===== src/rtl/ahb_ctrl_pkg.sv =====
// Shared types and constants for the two-master AHB-lite bus controller.
// Master ids double as mux select values and as indices into request/grant vectors.
package ahb_ctrl_pkg;

  typedef enum logic [1:0] {
    ST_IDLE = 2'd0,
    ST_ADDR = 2'd1,
    ST_DATA = 2'd2,
    ST_ERR  = 2'd3
  } state_e;

  localparam logic [1:0] HTRANS_IDLE   = 2'b00;
  localparam logic [1:0] HTRANS_NONSEQ = 2'b10;
  localparam logic [1:0] HTRANS_SEQ    = 2'b11;

  typedef logic master_t;

  localparam master_t MASTER_1 = 1'b0;
  localparam master_t MASTER_2 = 1'b1;

  function automatic logic [1:0] master_onehot(input master_t m);
    return (m == MASTER_2) ? 2'b10 : 2'b01;
  endfunction

endpackage


===== src/rtl/rr_arbiter_2.sv =====
// Two-way round-robin pick: ptr_i names the preferred master when both request.
// Purely combinational; output is one-hot or zero.
module rr_arbiter_2
  import ahb_ctrl_pkg::*;
(
  input  logic [1:0] req_i,
  input  master_t    ptr_i,
  output logic [1:0] gnt_o
);

  always_comb begin
    gnt_o = 2'b00;
    if (req_i[0] && (ptr_i == MASTER_1 || !req_i[1])) begin
      gnt_o = 2'b01;
    end else if (req_i[1]) begin
      gnt_o = 2'b10;
    end
  end

endmodule


===== src/rtl/ahb_bus_controller.sv =====
// Two-master AHB-lite sequencer: round-robin arbitration, address/data phase load enables
// and mux selects, with slave wait-state and error handling. All outputs are registered.
module ahb_bus_controller
  import ahb_ctrl_pkg::*;
#(
  parameter int BURST_MAX = 4,
  parameter int CNT_W     = 3
) (
  input  logic       clk,
  input  logic       rst,
  input  logic       hbusreq_1,
  input  logic       hbusreq_2,
  input  logic       hreadyout,
  input  logic       hresponse,
  output logic       hgrant_1,
  output logic       hgrant_2,
  output logic       sel1,
  output logic       sel2,
  output logic       sel3,
  output logic       sel4,
  output logic       mux1,
  output logic       mux2,
  output logic [1:0] htrans,
  output logic       hmaster
);

  state_e           state_q, state_d;
  logic             addr_issued_q, addr_issued_d;
  logic [CNT_W-1:0] beat_cnt_q, beat_cnt_d;
  master_t          ptr_q, ptr_d;
  master_t          owner_q, owner_d;
  master_t          data_owner_q, data_owner_d;
  logic [1:0]       grant_q, grant_d;
  logic [1:0]       sel_addr_q, sel_addr_d;
  logic [1:0]       sel_data_q, sel_data_d;
  logic [1:0]       htrans_q, htrans_d;

  logic [1:0] req;
  logic [1:0] pick;
  master_t    other_m;
  logic       owner_req;
  logic       other_req;
  logic       burst_more;

  assign req        = {hbusreq_2, hbusreq_1};
  assign other_m    = ~owner_q;
  assign owner_req  = req[owner_q];
  assign other_req  = req[other_m];
  assign burst_more = (beat_cnt_q < CNT_W'(BURST_MAX));

  rr_arbiter_2 u_arb (
    .req_i (req),
    .ptr_i (ptr_q),
    .gnt_o (pick)
  );

  // ADDR is entered with addr_issued=0 right after a grant (load pulse still to come),
  // or with addr_issued=1 when a burst continues and the pulse was issued on the same edge.
  always_comb begin
    state_d       = state_q;
    addr_issued_d = addr_issued_q;
    beat_cnt_d    = beat_cnt_q;
    ptr_d         = ptr_q;
    owner_d       = owner_q;
    data_owner_d  = data_owner_q;
    grant_d       = grant_q;
    htrans_d      = htrans_q;
    sel_addr_d    = 2'b00;
    sel_data_d    = 2'b00;
    case (state_q)
      ST_IDLE: begin
        htrans_d = HTRANS_IDLE;
        if (|req) begin
          owner_d       = pick[1] ? MASTER_2 : MASTER_1;
          grant_d       = pick;
          addr_issued_d = 1'b0;
          state_d       = ST_ADDR;
        end
      end
      ST_ADDR: begin
        if (!addr_issued_q) begin
          sel_addr_d    = master_onehot(owner_q);
          htrans_d      = (beat_cnt_q == '0) ? HTRANS_NONSEQ : HTRANS_SEQ;
          addr_issued_d = 1'b1;
        end else begin
          sel_data_d   = master_onehot(owner_q);
          data_owner_d = owner_q;
          beat_cnt_d   = beat_cnt_q + CNT_W'(1);
          htrans_d     = HTRANS_IDLE;
          state_d      = ST_DATA;
        end
      end
      ST_DATA: begin
        if (hreadyout) begin
          if (owner_req && burst_more) begin
            sel_addr_d    = master_onehot(owner_q);
            htrans_d      = HTRANS_SEQ;
            addr_issued_d = 1'b1;
            state_d       = ST_ADDR;
          end else begin
            beat_cnt_d = '0;
            ptr_d      = other_m;
            if (other_req) begin
              owner_d       = other_m;
              grant_d       = master_onehot(other_m);
              addr_issued_d = 1'b0;
              state_d       = ST_ADDR;
            end else begin
              grant_d = 2'b00;
              state_d = ST_IDLE;
            end
          end
        end else if (hresponse) begin
          state_d = ST_ERR;
        end
      end
      ST_ERR: begin
        htrans_d = HTRANS_IDLE;
        if (hreadyout) begin
          grant_d    = 2'b00;
          beat_cnt_d = '0;
          ptr_d      = other_m;
          state_d    = ST_IDLE;
        end
      end
      default: state_d = ST_IDLE;
    endcase
  end

  always_ff @(posedge clk) begin
    if (rst) begin
      state_q       <= ST_IDLE;
      addr_issued_q <= 1'b0;
      beat_cnt_q    <= '0;
      ptr_q         <= MASTER_1;
      owner_q       <= MASTER_1;
      data_owner_q  <= MASTER_1;
      grant_q       <= 2'b00;
      sel_addr_q    <= 2'b00;
      sel_data_q    <= 2'b00;
      htrans_q      <= HTRANS_IDLE;
    end else begin
      state_q       <= state_d;
      addr_issued_q <= addr_issued_d;
      beat_cnt_q    <= beat_cnt_d;
      ptr_q         <= ptr_d;
      owner_q       <= owner_d;
      data_owner_q  <= data_owner_d;
      grant_q       <= grant_d;
      sel_addr_q    <= sel_addr_d;
      sel_data_q    <= sel_data_d;
      htrans_q      <= htrans_d;
    end
  end

  assign hgrant_1 = grant_q[0];
  assign hgrant_2 = grant_q[1];
  assign sel1     = sel_addr_q[0];
  assign sel2     = sel_addr_q[1];
  assign sel3     = sel_data_q[0];
  assign sel4     = sel_data_q[1];
  assign mux1     = owner_q;
  assign hmaster  = owner_q;
  assign mux2     = data_owner_q;
  assign htrans   = htrans_q;

endmodule


===== config.mk =====
export PLATFORM = sky130hd
export DESIGN_NAME = ahb_bus_controller
export DESIGN_NICKNAME = d
export VERILOG_FILES = /design/src/rtl/ahb_ctrl_pkg.sv /design/src/rtl/rr_arbiter_2.sv /design/src/rtl/ahb_bus_controller.sv
export SDC_FILE = /design/constraint.sdc
export NUM_CORES = 1
export LEC_CHECK = 0
export ABC_AREA = 1
export CAP_MARGIN = 5
export CORE_MARGIN = 2
export CORE_UTILIZATION = 58
export CTS_BUF_LIST = sky130_fd_sc_hd__clkbuf_4 sky130_fd_sc_hd__clkbuf_8
export CTS_CLUSTER_SIZE = 40
export DETAILED_ROUTE_END_ITERATION = 6
export PLACE_DENSITY = 0.86
export SLEW_MARGIN = 20
export SYNTH_ARGS = -nofsm -noshare
export SYNTH_HDL_FRONTEND = slang
export SYNTH_SLANG_ARGS = --single-unit
export TNS_END_PERCENT = 50

===== constraint.sdc =====
create_clock -name clk -period 3 [get_ports clk]
set_clock_uncertainty 0.1 [all_clocks]
set_input_delay 0.6 -clock clk [delete_from_list [all_inputs] [get_ports clk]]
set_output_delay 0.6 -clock clk [all_outputs]
set_load 0.05 [all_outputs]

### Yosys cells after proc, flatten, opt, wreduce, memory -nomap -nowiden

Cells that the tools add are included.

* bitwise gates (word level): 4
* mux-type cells: 50
* eq/ne operators: 12
* magnitude comparators: 3
* add/subtract/negate cells: 1
* reductions and logical operators: 22

Operators by type and width (number)
* 2-bit two-way mux: 19
* 1-bit two-way mux: 19
* 5-bit AND reduction: 3
* 2-bit inequality test (second input constant): 7
* 3-bit two-way mux: 4
* 2-bit one-hot mux with 3 select lines: 2
* 4-bit AND reduction: 3
* 3-bit one-hot mux with 3 select lines: 1
* 3-bit nonzero test: 3
* 2-bit one-hot mux with 4 select lines: 1
* 3-bit inequality test (second input constant): 2
* 2-bit equality test (second input constant): 2
* 1-bit by 2-bit < comparator with 1-bit output (second input constant): 2
* 1-bit inverter: 4
* 1-bit one-hot mux with 2 select lines: 2
* 2-bit one-hot mux with 2 select lines: 1
* 2-bit AND reduction: 2
* 2-bit nonzero test: 2
* 2-bit OR reduction: 2
* 3-bit by 1-bit adder with 3-bit output (second input constant): 1
* 3-bit logical NOT: 1
* 3-bit < comparator (second input constant): 1
* 1-bit one-hot mux with 3 select lines: 1
* 3-bit OR reduction: 1
* other kinds (5): 6

* output and inout port bits: 11
* bits of input ports: 6
* bits in registers: 17

### Logic depth before layout (Yosys ltp)

* depth in word-level cells: 7
* depth in mapped cells: 11

### Cells and area by module

Synthesis repeated with hierarchy kept, for this count alone.

* cell total of the unflattened synthesis: 149
* area, all modules: 1062.3 µm²

By module, submodules not included
* ahb_bus_controller: seq. area each 340.3 µm², cells an instance 145, area each 1034.7 µm², instances 1
* rr_arbiter_2: seq. area each 0.0 µm², cells an instance 4, area each 27.5 µm², instances 1

### Worst setup path after synthesis

Ideal clock, no wire load.

* path type: register to output
* start point: reg owner_q (netlist: hmaster)
* end point: out mux1
* slack: 1274 ps
* arrival time: 1026 ps
* required time: 2300 ps
* path buffers: 1
* cell stages (with the launch flop): 2
* path through: dfxtp_1 -> buf_4

RTL lines
* start, declared: RTL line ahb_bus_controller.sv:31 `master_t owner_q, owner_d;`
* start signal, assigned: RTL line ahb_bus_controller.sv:147 `owner_q <= owner_d;`
* end, declared: RTL line ahb_bus_controller.sv:21 `output logic mux1,`

No word-level cell between the ends.

### Worst setup path in the final report

* start point: reg owner_q (netlist: hmaster)
* end point: out hmaster

RTL lines
* end, declared: RTL line ahb_bus_controller.sv:24 `output logic hmaster`

No word-level cell between the ends.

==> results.md <==
* Number of distinct library cells after synthesis at 26
* Setup TNS at 0 ns
* Clk sink count at 17
* Hold Vio Cnt, Final at 0
* Die Height at 46.2 um
* Worst skew pair latency at 0.30 ns
* Worst path cell trace: clkdlybuf4s50_1
* Post-Place Setup Slack at 0.900 ns
* Endpoint class of the critical path: primary output
* Hold/Removal Path Class: reg2reg
* First-pass GRT wire length at 3.59 mm
* Number of buffers created by CTS at 3
* Maxcap violations at 0
* Worst-Margin Slew at 0.499 ns
* Register bit total from synthesis at 17
* CP delay by family, top: buffers and inverters
* Slowest CP cell: clkdlybuf4s50_1
* Vias in the first global route at 860
* Fin. max-slew vios at 0
* Top cell type's share of synthesized area at 0.329
* GPL Wtd Cong at 0.886
* Clk buf depth at 2
* Synth top cells by count: nand2_1, nor2_1, dfxtp_1, inv_1, ha_1
* Resized Gates After CTS at 0
* Final wirelength at 2.23 mm
* Switching Power at 0.000592 W
* Worst Path Arrival at 1.66 ns
* Non-Filler Instances at 188
* Largest cells by area after synthesis: dfxtp_1, nand2_1, ha_1, nor2_1, inv_1
* Ys async rst share at 0
* H-tree levels at 1
* Antenna diode count at 0
* Die Area at 2140 sq um
* Final Cycle Share at 0.786
* Number of synthesized flops with an enable pin at 0
* PD cells at 975 nW/um^2
* Sequential fraction of the synthesis area at 0.329
* Critical path fanouts, max at 8
* Slack of the critical path at 0.643 ns
* Max incr delay on CP at 0.86 ns
* Setup CP Type: reg2out
* Most frequent cell after synthesis: nand2_1
* Comb power frac at 0.603
* Fmax at 424 MHz
* Relative slew margins at 0.666
* LEAKAGE at 0.565 nW
* Nets at 179
* RSZ-0062 raised after global routing: false
* Design area at 1230 sq um
* Postcts setup bufs at 0
* Antenna Nets Post-Route at 0
* Detailed placement HPWL at 1.78 mm
* Maximum vdd drop at 519 uV
* DRT Pass-1 Iters at 4
* Finish-stage setup viols at 0
* Share of cells above drive strength 1 at 0.117
* Critical path required time at 2.30 ns
* Syn Area/Cell at 7.09 sq um
* Die W at 46.2 um
* Clock power share at 0.112
* Post-synth top flop: dfxtp_1
* Placed cell count at 184
* # hold bufs at CTS at 0
* Final min period at 2.36 ns
* DR vias at 983
* Synthesis Warnings at 0
* Status: finished clean
* CTS root buffer: clkbuf_4
* Core Rows at 15
* Post-synthesis cell count at 146
* GRT Residual Overflow at 0
* CTS tree: done
* Critical Path Start Type: flop
* Internal power at 0.000608 W
* Min Hold Slack at 0.384 ns
* Initial core utilization at 0.606
* Syn Nets at 161
* Buf/Inv on CP at 1
* Cell Area, Synth at 1030 sq um
* Initial antenna violation count at 0
* Sequential Power Share at 0.285
* Vias/cell at 5.23
* Drt drc at 0
* Clk slew on worst S/H paths at 0.09 ns
* DRT iter0 DRCs at 28
* Area post-placement at 1200 sq um
* Ports at 17
* GRT Total Usage at 0.239
* Cell taking the most area after synthesis: dfxtp_1
* Sw Share at 0.494
* Largest net degree at the start of global routing at 13
* Wirelength per Cell at 11.9 um
* # port buffers at 16
* Core ar. at 1710 sq um
* Layout Area Growth over Synthesis at 18.9%
## cell families (layout without fill, tap and decap cells)
kind of cell	Yosys count	in the layout	synth area share
buf+inv	21	38	0.0955
fa+ha+maj	9	9	0.109
flops	17	17	0.329
compound gates	23	23	0.129
xor+xnor	1	1	0.00847
simple gates	75	75	0.329
## cell type report
cell class | count | area (sq um)
Tap cell | 25 | 31.3
Timing Repair Buffer | 16 | 160
Inverter | 18 | 72.6
Fill cell | 139 | 478
Sequential cell | 17 | 340
Multi-Input combinational cell | 108 | 596
Clock buffer | 4 | 30.0
## final timing paths
path | startpoint | to | slack [ns] | cells past startpoint
hold reg to reg | ptr_q$_SDFFE_PP0P_ | ptr_q$_SDFFE_PP0P_ | 0.38 | 2
setup reg to reg | state_q[0]$_SDFFE_PP0P_ | hmaster$_SDFFE_PP0P_ | 1.10 | 10
setup / recovery | hmaster$_SDFFE_PP0P_ | hmaster | 0.64 | 1
hold / removal | ptr_q$_SDFFE_PP0P_ | ptr_q$_SDFFE_PP0P_ | 0.38 | 2
## state kept, by name (all words and copies together) (netlist names)
name and flops:
addr_issued_q 1, beat_cnt_q 3, grant_q 2, hmaster 1, htrans 2, mux2 1, ptr_q 1, sel_addr_q 2
sel_data_q 2, state_q 2
## layer usage
layer | up-vias | wire length, um | track usage
met5 | - | 0 | 0
met4 | 0 | 40 | 0.0971
met3 | 5 | 130 | 0.0510
met2 | 34 | 1110 | 0.417
met1 | 443 | 953 | 0.280
li1 | 501 | - | -
## power by group through the flow
stage	logic [W]	registers [W]	clock network, W
3_3_place_gp	0.000699	0.000343	0
6_report	0.000723	0.000342	0.000134
5_1_grt	0.000799	0.000351	0.000148
2_1_floorplan	0.000445	0.000457	0
4_1_cts	0.000723	0.000343	0.000137
3_5_place_dp	0.000720	0.000349	0
## worst min-delay path, stage by stage, from the launching register on
cell and delay, ns:
dfxtp_1 0.33, nand2_1 0.06, a21oi_1 0.05
## through the flow
stage | util | power, W
floorplan | - | 0.000903
global placement | 0.703 | 0.00104
detailed placement | 0.703 | 0.00107
CTS | 0.720 | 0.00120
global route | 0.720 | 0.00130
finish | 0.720 | 0.00120
## cell usage in the layout, fill, tap and decap left out
cell type | synthesis | layout
nand3_2 | 1 | 1
nand2_1 | 33 | 33
o21ai_1 | 1 | 1
inv_2 | 2 | 2
nand3_1 | 7 | 7
a21oi_1 | 8 | 8
ha_1 | 9 | 9
nor3_4 | 1 | 1
inv_1 | 15 | 15
o22ai_1 | 3 | 3
xnor2_1 | 1 | 1
a31o_2 | 1 | 1
o21ai_2 | 1 | 1
clkdlybuf4s50_1 | 0 | 16
nand2_2 | 5 | 5
clkbuf_4 | 1 | 4
inv_6 | 1 | 1
o21bai_2 | 1 | 1
o21ai_0 | 7 | 7
dfxtp_1 | 17 | 17
a31oi_1 | 1 | 1
nand4_1 | 1 | 1
nand3_4 | 1 | 1
nor2_2 | 1 | 1
nor2_1 | 25 | 25
Note: power is estimated with default switching activity, not from simulation.
